## src/rtl/tlb_pipe.sv

```systemverilog
// Dual-port translation lookaside buffer: one-cycle registered lookups, combinational TLBRD,
// round-robin fill index and a one-entry-per-cycle INVTLB scanner.
module tlb_pipe #(
  parameter int TLBNUM = 16,
  parameter int IDXW   = $clog2(TLBNUM)
) (
  input  logic            clk,
  input  logic            reset,
  input  logic [18:0]     s0_vppn,
  input  logic            s0_va_bit12,
  input  logic [9:0]      s0_asid,
  output logic            s0_found,
  output logic [IDXW-1:0] s0_index,
  output logic [19:0]     s0_ppn,
  output logic [5:0]      s0_ps,
  output logic [1:0]      s0_plv,
  output logic [1:0]      s0_mat,
  output logic            s0_d,
  output logic            s0_v,
  input  logic [18:0]     s1_vppn,
  input  logic            s1_va_bit12,
  input  logic [9:0]      s1_asid,
  output logic            s1_found,
  output logic [IDXW-1:0] s1_index,
  output logic [19:0]     s1_ppn,
  output logic [5:0]      s1_ps,
  output logic [1:0]      s1_plv,
  output logic [1:0]      s1_mat,
  output logic            s1_d,
  output logic            s1_v,
  input  logic            inv_valid,
  input  logic [4:0]      inv_op,
  input  logic [9:0]      inv_asid,
  input  logic [18:0]     inv_vppn,
  output logic            inv_busy,
  output logic            inv_done,
  output logic            inv_err,
  input  logic            we,
  input  logic [IDXW-1:0] w_index,
  input  logic            w_e,
  input  logic [18:0]     w_vppn,
  input  logic [5:0]      w_ps,
  input  logic [9:0]      w_asid,
  input  logic            w_g,
  input  logic [19:0]     w_ppn0,
  input  logic [19:0]     w_ppn1,
  input  logic [1:0]      w_plv0,
  input  logic [1:0]      w_plv1,
  input  logic [1:0]      w_mat0,
  input  logic [1:0]      w_mat1,
  input  logic            w_d0,
  input  logic            w_d1,
  input  logic            w_v0,
  input  logic            w_v1,
  output logic [IDXW-1:0] fill_index,
  input  logic            fill_ack,
  input  logic [IDXW-1:0] r_index,
  output logic            r_e,
  output logic [18:0]     r_vppn,
  output logic [5:0]      r_ps,
  output logic [9:0]      r_asid,
  output logic            r_g,
  output logic [19:0]     r_ppn0,
  output logic [19:0]     r_ppn1,
  output logic [1:0]      r_plv0,
  output logic [1:0]      r_plv1,
  output logic [1:0]      r_mat0,
  output logic [1:0]      r_mat1,
  output logic            r_d0,
  output logic            r_d1,
  output logic            r_v0,
  output logic            r_v1
);

  typedef enum logic [0:0] {IDLE = 1'b0, SCAN = 1'b1} inv_state_t;

  logic [TLBNUM-1:0] e_r, g_r, ps4m_r, d0_r, d1_r, v0_r, v1_r;
  logic [18:0] vppn_r [TLBNUM];
  logic [9:0]  asid_r [TLBNUM];
  logic [19:0] ppn0_r [TLBNUM];
  logic [19:0] ppn1_r [TLBNUM];
  logic [1:0]  plv0_r [TLBNUM];
  logic [1:0]  plv1_r [TLBNUM];
  logic [1:0]  mat0_r [TLBNUM];
  logic [1:0]  mat1_r [TLBNUM];

  logic [18:0]     key_vppn_s [2];
  logic            key_b12_s  [2];
  logic [9:0]      key_asid_s [2];
  logic            hit_s      [2];
  logic [IDXW-1:0] hidx_s     [2];
  logic            odd_s      [2];

  logic            s_found_r [2];
  logic [IDXW-1:0] s_index_r [2];
  logic [19:0]     s_ppn_r   [2];
  logic [5:0]      s_ps_r    [2];
  logic [1:0]      s_plv_r   [2];
  logic [1:0]      s_mat_r   [2];
  logic            s_d_r     [2];
  logic            s_v_r     [2];

  inv_state_t      state_r, state_nxt_s;
  logic [IDXW-1:0] ptr_r, ptr_nxt_s, fill_r;
  logic [4:0]      inv_op_r;
  logic [9:0]      inv_asid_r;
  logic [18:0]     inv_vppn_r;
  logic            latch_s, clr_s, done_nxt_s, err_nxt_s, done_r, err_r;

  function automatic logic entry_match(input logic e, input logic g, input logic ps4m,
                                       input logic [18:0] ev, input logic [9:0] ea,
                                       input logic [18:0] kv, input logic [9:0] ka);
    return e && (ev[18:10] == kv[18:10]) && (ps4m || (ev[9:0] == kv[9:0])) && (g || (ea == ka));
  endfunction

  function automatic logic inv_hit(input logic [4:0] op, input logic g, input logic [9:0] ea,
                                   input logic [18:0] ev, input logic [9:0] ka, input logic [18:0] kv);
    logic asid_eq, vppn_eq;
    asid_eq = (ea == ka);
    vppn_eq = (ev == kv);
    case (op)
      5'd0, 5'd1: inv_hit = 1'b1;
      5'd2:       inv_hit = g;
      5'd3:       inv_hit = !g;
      5'd4:       inv_hit = !g && asid_eq;
      5'd5:       inv_hit = !g && asid_eq && vppn_eq;
      5'd6:       inv_hit = (g || asid_eq) && vppn_eq;
      default:    inv_hit = 1'b0;
    endcase
  endfunction

  assign key_vppn_s[0] = s0_vppn;  assign key_b12_s[0] = s0_va_bit12;  assign key_asid_s[0] = s0_asid;
  assign key_vppn_s[1] = s1_vppn;  assign key_b12_s[1] = s1_va_bit12;  assign key_asid_s[1] = s1_asid;

  // Priority encode: scanning downward lets the lowest matching index overwrite the others.
  always_comb begin
    for (int p = 0; p < 2; p++) begin
      hit_s[p]  = 1'b0;
      hidx_s[p] = '0;
      for (int i = TLBNUM - 1; i >= 0; i--) begin
        if (entry_match(e_r[i], g_r[i], ps4m_r[i], vppn_r[i], asid_r[i], key_vppn_s[p], key_asid_s[p])) begin
          hit_s[p]  = 1'b1;
          hidx_s[p] = IDXW'(i);
        end else begin
          hit_s[p]  = hit_s[p];
        end
      end
      odd_s[p] = ps4m_r[hidx_s[p]] ? key_vppn_s[p][9] : key_b12_s[p];
    end
  end

  // Search result registers; a miss forces every field to zero.
  always_ff @(posedge clk) begin
    for (int p = 0; p < 2; p++) begin
      if (reset || !hit_s[p]) begin
        s_found_r[p] <= 1'b0;          s_index_r[p] <= '0;
        s_ppn_r[p]   <= 20'd0;         s_ps_r[p]    <= 6'd0;
        s_plv_r[p]   <= 2'd0;          s_mat_r[p]   <= 2'd0;
        s_d_r[p]     <= 1'b0;          s_v_r[p]     <= 1'b0;
      end else begin
        s_found_r[p] <= 1'b1;
        s_index_r[p] <= hidx_s[p];
        s_ps_r[p]    <= ps4m_r[hidx_s[p]] ? 6'd22 : 6'd12;
        s_ppn_r[p]   <= odd_s[p] ? ppn1_r[hidx_s[p]] : ppn0_r[hidx_s[p]];
        s_plv_r[p]   <= odd_s[p] ? plv1_r[hidx_s[p]] : plv0_r[hidx_s[p]];
        s_mat_r[p]   <= odd_s[p] ? mat1_r[hidx_s[p]] : mat0_r[hidx_s[p]];
        s_d_r[p]     <= odd_s[p] ? d1_r[hidx_s[p]]   : d0_r[hidx_s[p]];
        s_v_r[p]     <= odd_s[p] ? v1_r[hidx_s[p]]   : v0_r[hidx_s[p]];
      end
    end
  end

  // INVTLB next-state logic.
  always_comb begin
    state_nxt_s = state_r;
    ptr_nxt_s   = ptr_r;
    latch_s     = 1'b0;
    clr_s       = 1'b0;
    done_nxt_s  = 1'b0;
    err_nxt_s   = 1'b0;
    case (state_r)
      IDLE: begin
        if (inv_valid) begin
          latch_s = 1'b1;
          if (inv_op <= 5'd6) begin
            state_nxt_s = SCAN;
            ptr_nxt_s   = '0;
          end else begin
            done_nxt_s = 1'b1;
            err_nxt_s  = 1'b1;
          end
        end else begin
          state_nxt_s = IDLE;
        end
      end
      SCAN: begin
        clr_s = inv_hit(inv_op_r, g_r[ptr_r], asid_r[ptr_r], vppn_r[ptr_r], inv_asid_r, inv_vppn_r);
        if (ptr_r == IDXW'(TLBNUM - 1)) begin
          state_nxt_s = IDLE;
          ptr_nxt_s   = '0;
          done_nxt_s  = 1'b1;
        end else begin
          ptr_nxt_s = ptr_r + IDXW'(1);
        end
      end
      default: state_nxt_s = IDLE;
    endcase
  end

  // Control state, enable bits and fill pointer; the write is assigned last so it beats a scan clear.
  always_ff @(posedge clk) begin
    if (reset) begin
      state_r <= IDLE;   ptr_r  <= '0;     fill_r <= '0;
      done_r  <= 1'b0;   err_r  <= 1'b0;   e_r    <= '0;
      inv_op_r <= 5'd0;  inv_asid_r <= 10'd0;  inv_vppn_r <= 19'd0;
    end else begin
      state_r <= state_nxt_s;
      ptr_r   <= ptr_nxt_s;
      done_r  <= done_nxt_s;
      err_r   <= err_nxt_s;
      if (latch_s) begin
        inv_op_r <= inv_op;  inv_asid_r <= inv_asid;  inv_vppn_r <= inv_vppn;
      end
      if (we && fill_ack) fill_r <= fill_r + IDXW'(1);
      if (clr_s) e_r[ptr_r] <= 1'b0;
      if (we) e_r[w_index] <= w_e;
    end
  end

  // Entry payload fields carry no reset; they are meaningless while e is clear.
  always_ff @(posedge clk) begin
    if (we && !reset) begin
      vppn_r[w_index] <= w_vppn;    asid_r[w_index] <= w_asid;
      g_r[w_index]    <= w_g;       ps4m_r[w_index] <= (w_ps == 6'd22);
      ppn0_r[w_index] <= w_ppn0;    ppn1_r[w_index] <= w_ppn1;
      plv0_r[w_index] <= w_plv0;    plv1_r[w_index] <= w_plv1;
      mat0_r[w_index] <= w_mat0;    mat1_r[w_index] <= w_mat1;
      d0_r[w_index]   <= w_d0;      d1_r[w_index]   <= w_d1;
      v0_r[w_index]   <= w_v0;      v1_r[w_index]   <= w_v1;
    end
  end

  assign s0_found = s_found_r[0];  assign s0_index = s_index_r[0];  assign s0_ppn = s_ppn_r[0];
  assign s0_ps    = s_ps_r[0];     assign s0_plv   = s_plv_r[0];    assign s0_mat = s_mat_r[0];
  assign s0_d     = s_d_r[0];      assign s0_v     = s_v_r[0];
  assign s1_found = s_found_r[1];  assign s1_index = s_index_r[1];  assign s1_ppn = s_ppn_r[1];
  assign s1_ps    = s_ps_r[1];     assign s1_plv   = s_plv_r[1];    assign s1_mat = s_mat_r[1];
  assign s1_d     = s_d_r[1];      assign s1_v     = s_v_r[1];

  assign inv_busy   = (state_r == SCAN);
  assign inv_done   = done_r;
  assign inv_err    = err_r;
  assign fill_index = fill_r;

  assign r_e    = e_r[r_index];     assign r_vppn = vppn_r[r_index];  assign r_asid = asid_r[r_index];
  assign r_g    = g_r[r_index];     assign r_ps   = ps4m_r[r_index] ? 6'd22 : 6'd12;
  assign r_ppn0 = ppn0_r[r_index];  assign r_ppn1 = ppn1_r[r_index];
  assign r_plv0 = plv0_r[r_index];  assign r_plv1 = plv1_r[r_index];
  assign r_mat0 = mat0_r[r_index];  assign r_mat1 = mat1_r[r_index];
  assign r_d0   = d0_r[r_index];    assign r_d1   = d1_r[r_index];
  assign r_v0   = v0_r[r_index];    assign r_v1   = v1_r[r_index];

endmodule

```

## config.mk

```make
export PLATFORM = sky130hd
export DESIGN_NAME = tlb_pipe
export DESIGN_NICKNAME = d
export VERILOG_FILES = /design/src/rtl/tlb_pipe.sv
export SDC_FILE = /design/constraint.sdc
export NUM_CORES = 2
export LEC_CHECK = 0
export BUFFER_PORTS_ARGS = -buffer_cell sky130_fd_sc_hd__clkbuf_2
export CORE_ASPECT_RATIO = 1.1
export CORE_MARGIN = 2
export CORE_UTILIZATION = 40
export CTS_CLUSTER_DIAMETER = 120
export CTS_CLUSTER_SIZE = 25
export DETAILED_ROUTE_END_ITERATION = 8
export SKIP_CTS_REPAIR_TIMING = 1
export SLEW_MARGIN = 15
export SYNTH_ARGS = -nofsm -noshare
export SYNTH_HDL_FRONTEND = slang
export SYNTH_SLANG_ARGS = --single-unit
```

## constraint.sdc

```tcl
create_clock -name clk -period 5.5 [get_ports clk]
set_clock_uncertainty 0.2 [all_clocks]
set_input_delay 0 -clock clk [delete_from_list [all_inputs] [get_ports clk]]
set_output_delay 0 -clock clk [all_outputs]
set_load 0.02 [all_outputs]
```

==> results.sh <==
export IMPL_status="complete, but fails checks"
export IMPL_violations="hold timing, setup timing"
export IMPL_dr_total_vias=65700
export IMPL_grt_pass1_vias=63000
export IMPL_p_comb_share_pct=11.8
export IMPL_p_int_mw=15.8
export IMPL_nFillCells=19400
export IMPL_dieArea_um2=223000
export IMPL_cts_buffers_inserted=71
export IMPL_fmax_ghz=0.177
export IMPL_yosysMostFrequentCell="edfxtp_1"
export IMPL_period_minus_slack_ns=5.67
export IMPL_fin_cells=10100
export IMPL_hold_viol=72
export IMPL_maxCapViolCount=0
export IMPL_worst_pin_slew_ns=1.19
export IMPL_cts_htree_levels=3
export IMPL_synth_cell_area_um2=87900
export IMPL_seq_area_frac_synth_pct=48.4
export IMPL_start_kind="flop"
export IMPL_ys_ff_latch=1459
export IMPL_hpwlAfterDp_um=248000
export IMPL_viasPerCell=6.47
export IMPL_ys_async_sr_fraction_pct=0
export IMPL_die_h_um=496
export IMPL_ys_flop_type="edfxtp_1"
export IMPL_coreArea_um2=218000
export IMPL_antenna_found_initial=23
export IMPL_setup_viol=3
export IMPL_timing_rr_end="s_plv_r[0][0]"
export IMPL_synthTopCellsByArea="edfxtp_1, mux4_2, mux2i_1"
export IMPL_endpoint_kind="flop"
export IMPL_cp_top_family="compound AO/OA/AOI/OAI gates"
export IMPL_ys_types=92
export IMPL_critPathBufInv=5
export IMPL_place_congestion=1.04
export IMPL_syn2layout_area_growth_pct=14.0
export IMPL_netSwitchingPower_mw=5.47
export IMPL_rsz0062_at_grt="false"
export IMPL_place_area_um2=95600
export IMPL_cts_sinks=1459
export IMPL_final_area_um2=100000
export IMPL_rrSetupSlack_ns=-0.17
export IMPL_clockRootBuffer="clkbuf_16"
export IMPL_synth_edff_count=1328
export IMPL_holdPathStages=2
export IMPL_grt_max_degree=92
export IMPL_drc=0
export IMPL_layout_setup_ws_ns=-0.165
export IMPL_synth_top_cell_area_share_pct=45.4
export IMPL_critPathMaxFanout=23
export IMPL_switching_share_pct=25.7
export IMPL_crit_chain="xnor2_1, nand4_1, nor4_1, buf_4, o221a_2, a211oi_1, buf_4, o21ai_4, buf_4, buf_4, nand2_1, and3_1, a2111oi_1, buf_4, a2111oi_4, a211oi_2"
export IMPL_report_final_slew_viol_count=0
export IMPL_hold_end="ppn1_r[6][1]"
export IMPL_grt_overflow_total=0
export IMPL_cp_arrival_ns=6.18
export IMPL_sequentialPowerShare_pct=58.2
export IMPL_dp_cells=9778
export IMPL_grt_pass1_wl_um=502000
export IMPL_ys_warn_count=0
export IMPL_io_pins=366
export IMPL_fin_crit_sh_pct=103
export IMPL_rows=180
export IMPL_first_pass_iters=6
export IMPL_clkLatencyLatePin_ns=0.78
export IMPL_cts_tree="done"
export IMPL_drt_iter0_markers=8232
export IMPL_wl_per_cell_um=36.1
export IMPL_p_leak_nw=33.6
export IMPL_slew_headroom_pct=20.2
export IMPL_worstRegToRegCells=16
export IMPL_peakVddDrop_v=0.000243
export IMPL_start_util_pct=40.2
export IMPL_final_net_count=7380
export IMPL_clock_power_share_pct=30.0
export IMPL_p_per_area_nw_per_um2=212
export IMPL_die_width_um=451
export IMPL_drtAntennaViolNets=0
export IMPL_cpMostUsedCell="buf_4"
export IMPL_required_ns=6.01
export IMPL_slowest_stage="nor4_1"
export IMPL_ys_top_cells_by_count="edfxtp_1, mux2i_1, nand2_1, xor2_1, mux4_2"
export IMPL_syn_instance_count=6575
export IMPL_place_ws_ns=-0.243
export IMPL_critPathKind="reg2reg"
export IMPL_syn_avg_cell_area_um2=13.4
export IMPL_r2r_start="asid_r[9][0]"
export IMPL_slowest_delay_ns=0.77
export IMPL_min_path_type="in2reg"
export IMPL_cts_buffer_depth=3
export IMPL_synth_top_area_cell="edfxtp_1"
export IMPL_layout_drive_gt1_share_pct=22.1
export IMPL_grt_usage_pct=31.7
export IMPL_cts_clk_slew_worst_paths_ns=0.11
export IMPL_hold_ws_ns=-0.0523
export IMPL_hp_start="w_ppn1[1]"
export IMPL_postRouteWirelength_um=366000
export IMPL_io_buffers=358
worst max-delay path by stage:
stage	from	end	slack, ns	depth (start not counted)
2_1_floorplan	we	asid_r[3][0]	0.47	4
4_1_cts	asid_r[11][2]	s_ppn_r[0][0]	-0.23	15
6_report	asid_r[9][0]	s_plv_r[0][0]	-0.17	16
3_3_place_gp	s0_asid[5]	s_ppn_r[0][4]	-0.52	16
3_5_place_dp	asid_r[11][2]	s_ppn_r[0][0]	-0.24	15
5_1_grt	asid_r[10][5]	s_ppn_r[0][6]	0.01	16
power groups by stage:
stage | Clock, mW | Combinational (mW) | Sequential (mW)
floorplan | 0 | 1.44 | 12.6
global placement | 0 | 2.33 | 12.6
detailed placement | 0 | 2.33 | 12.6
CTS | 6.44 | 2.34 | 12.4
global route | 6.80 | 2.62 | 12.4
finish | 6.38 | 2.51 | 12.4
layout make-up:
class	instances	area (um^2)	share of cell area, %
clock buffer	106	1940	1.94
sequential	1459	42500	42.4
inverter	19	71.3	0.0712
tap	2912	3640	3.64
clock inverter	15	198	0.197
multi-input combinational	4575	43000	43.0
antenna	8	20.0	0.0200
timing repair buffer	1053	8770	8.75
sequential cells by signal, indices dropped and copies added (netlist names), 19 cells and up, named ones only:
name and cells:
asid_r 160, inv_vppn_r 19, mat0_r 32, mat1_r 32
plv0_r 32, plv1_r 32, ppn0_r 320, ppn1_r 320
s_ppn_r 40, vppn_r 304
metrics by stage:
| step | total power [mW] | utilization, % | hold WS [ns] | setup TNS (ns) |
|---|---|---|---|---|
| finish | 21.3 | 45.9 | -0.0523 | -0.342 |
| global route | 21.8 | 45.9 | 0.00144 | 0 |
| CTS | 21.1 | 44.7 | -0.792 | -0.503 |
| detailed placement | 14.9 | 43.7 | 0.0294 | -0.462 |
| global placement | 14.9 | 43.7 | 0.0259 | -1.51 |
| floorplan | 14.0 | - | -0.101 | 0 |
logic make-up (layout without fill, tap and decap cells):
group           count (synthesis)  after routing  share of synthesized area, %
mux                          1501           1501                          25.2
simple gates                 1461           1461                          8.07
flops                        1459           1459                          48.4
xor+xnor                      957            957                          9.54
compound gates                644            644                          5.58
buf+inv                       546           1193                          3.13
fa+ha+maj                       5              5                        0.0712
other cells                     2             15                       0.00855
placed cells by master (no fill, tap or decap), types with 77 or more instances in the layout:
cell              n
dlygate4sd3_1   240
xor2_1          575
nor2_1           86
nand2_1         595
buf_4           364
nand3_1         197
buf_12           90
o21ai_0          77
edfxtp_1       1328
nor4_1          146
a21oi_1         122
a221oi_1         78
xnor2_1         382
nand4_1         115
mux4_2          570
clkbuf_2        353
nor3_1           86
mux2i_1         917
dfxtp_1         127
per-layer routing:
layer	vias up	track usage [%]	wire length (um)
met5	-	0	151
met4	24	18.0	24100
met3	791	4.90	31400
met2	4150	50.6	170000
met1	33900	41.3	141000
li1	26800	-	-
No activity file was read; power rests on OpenSTA's default activity.
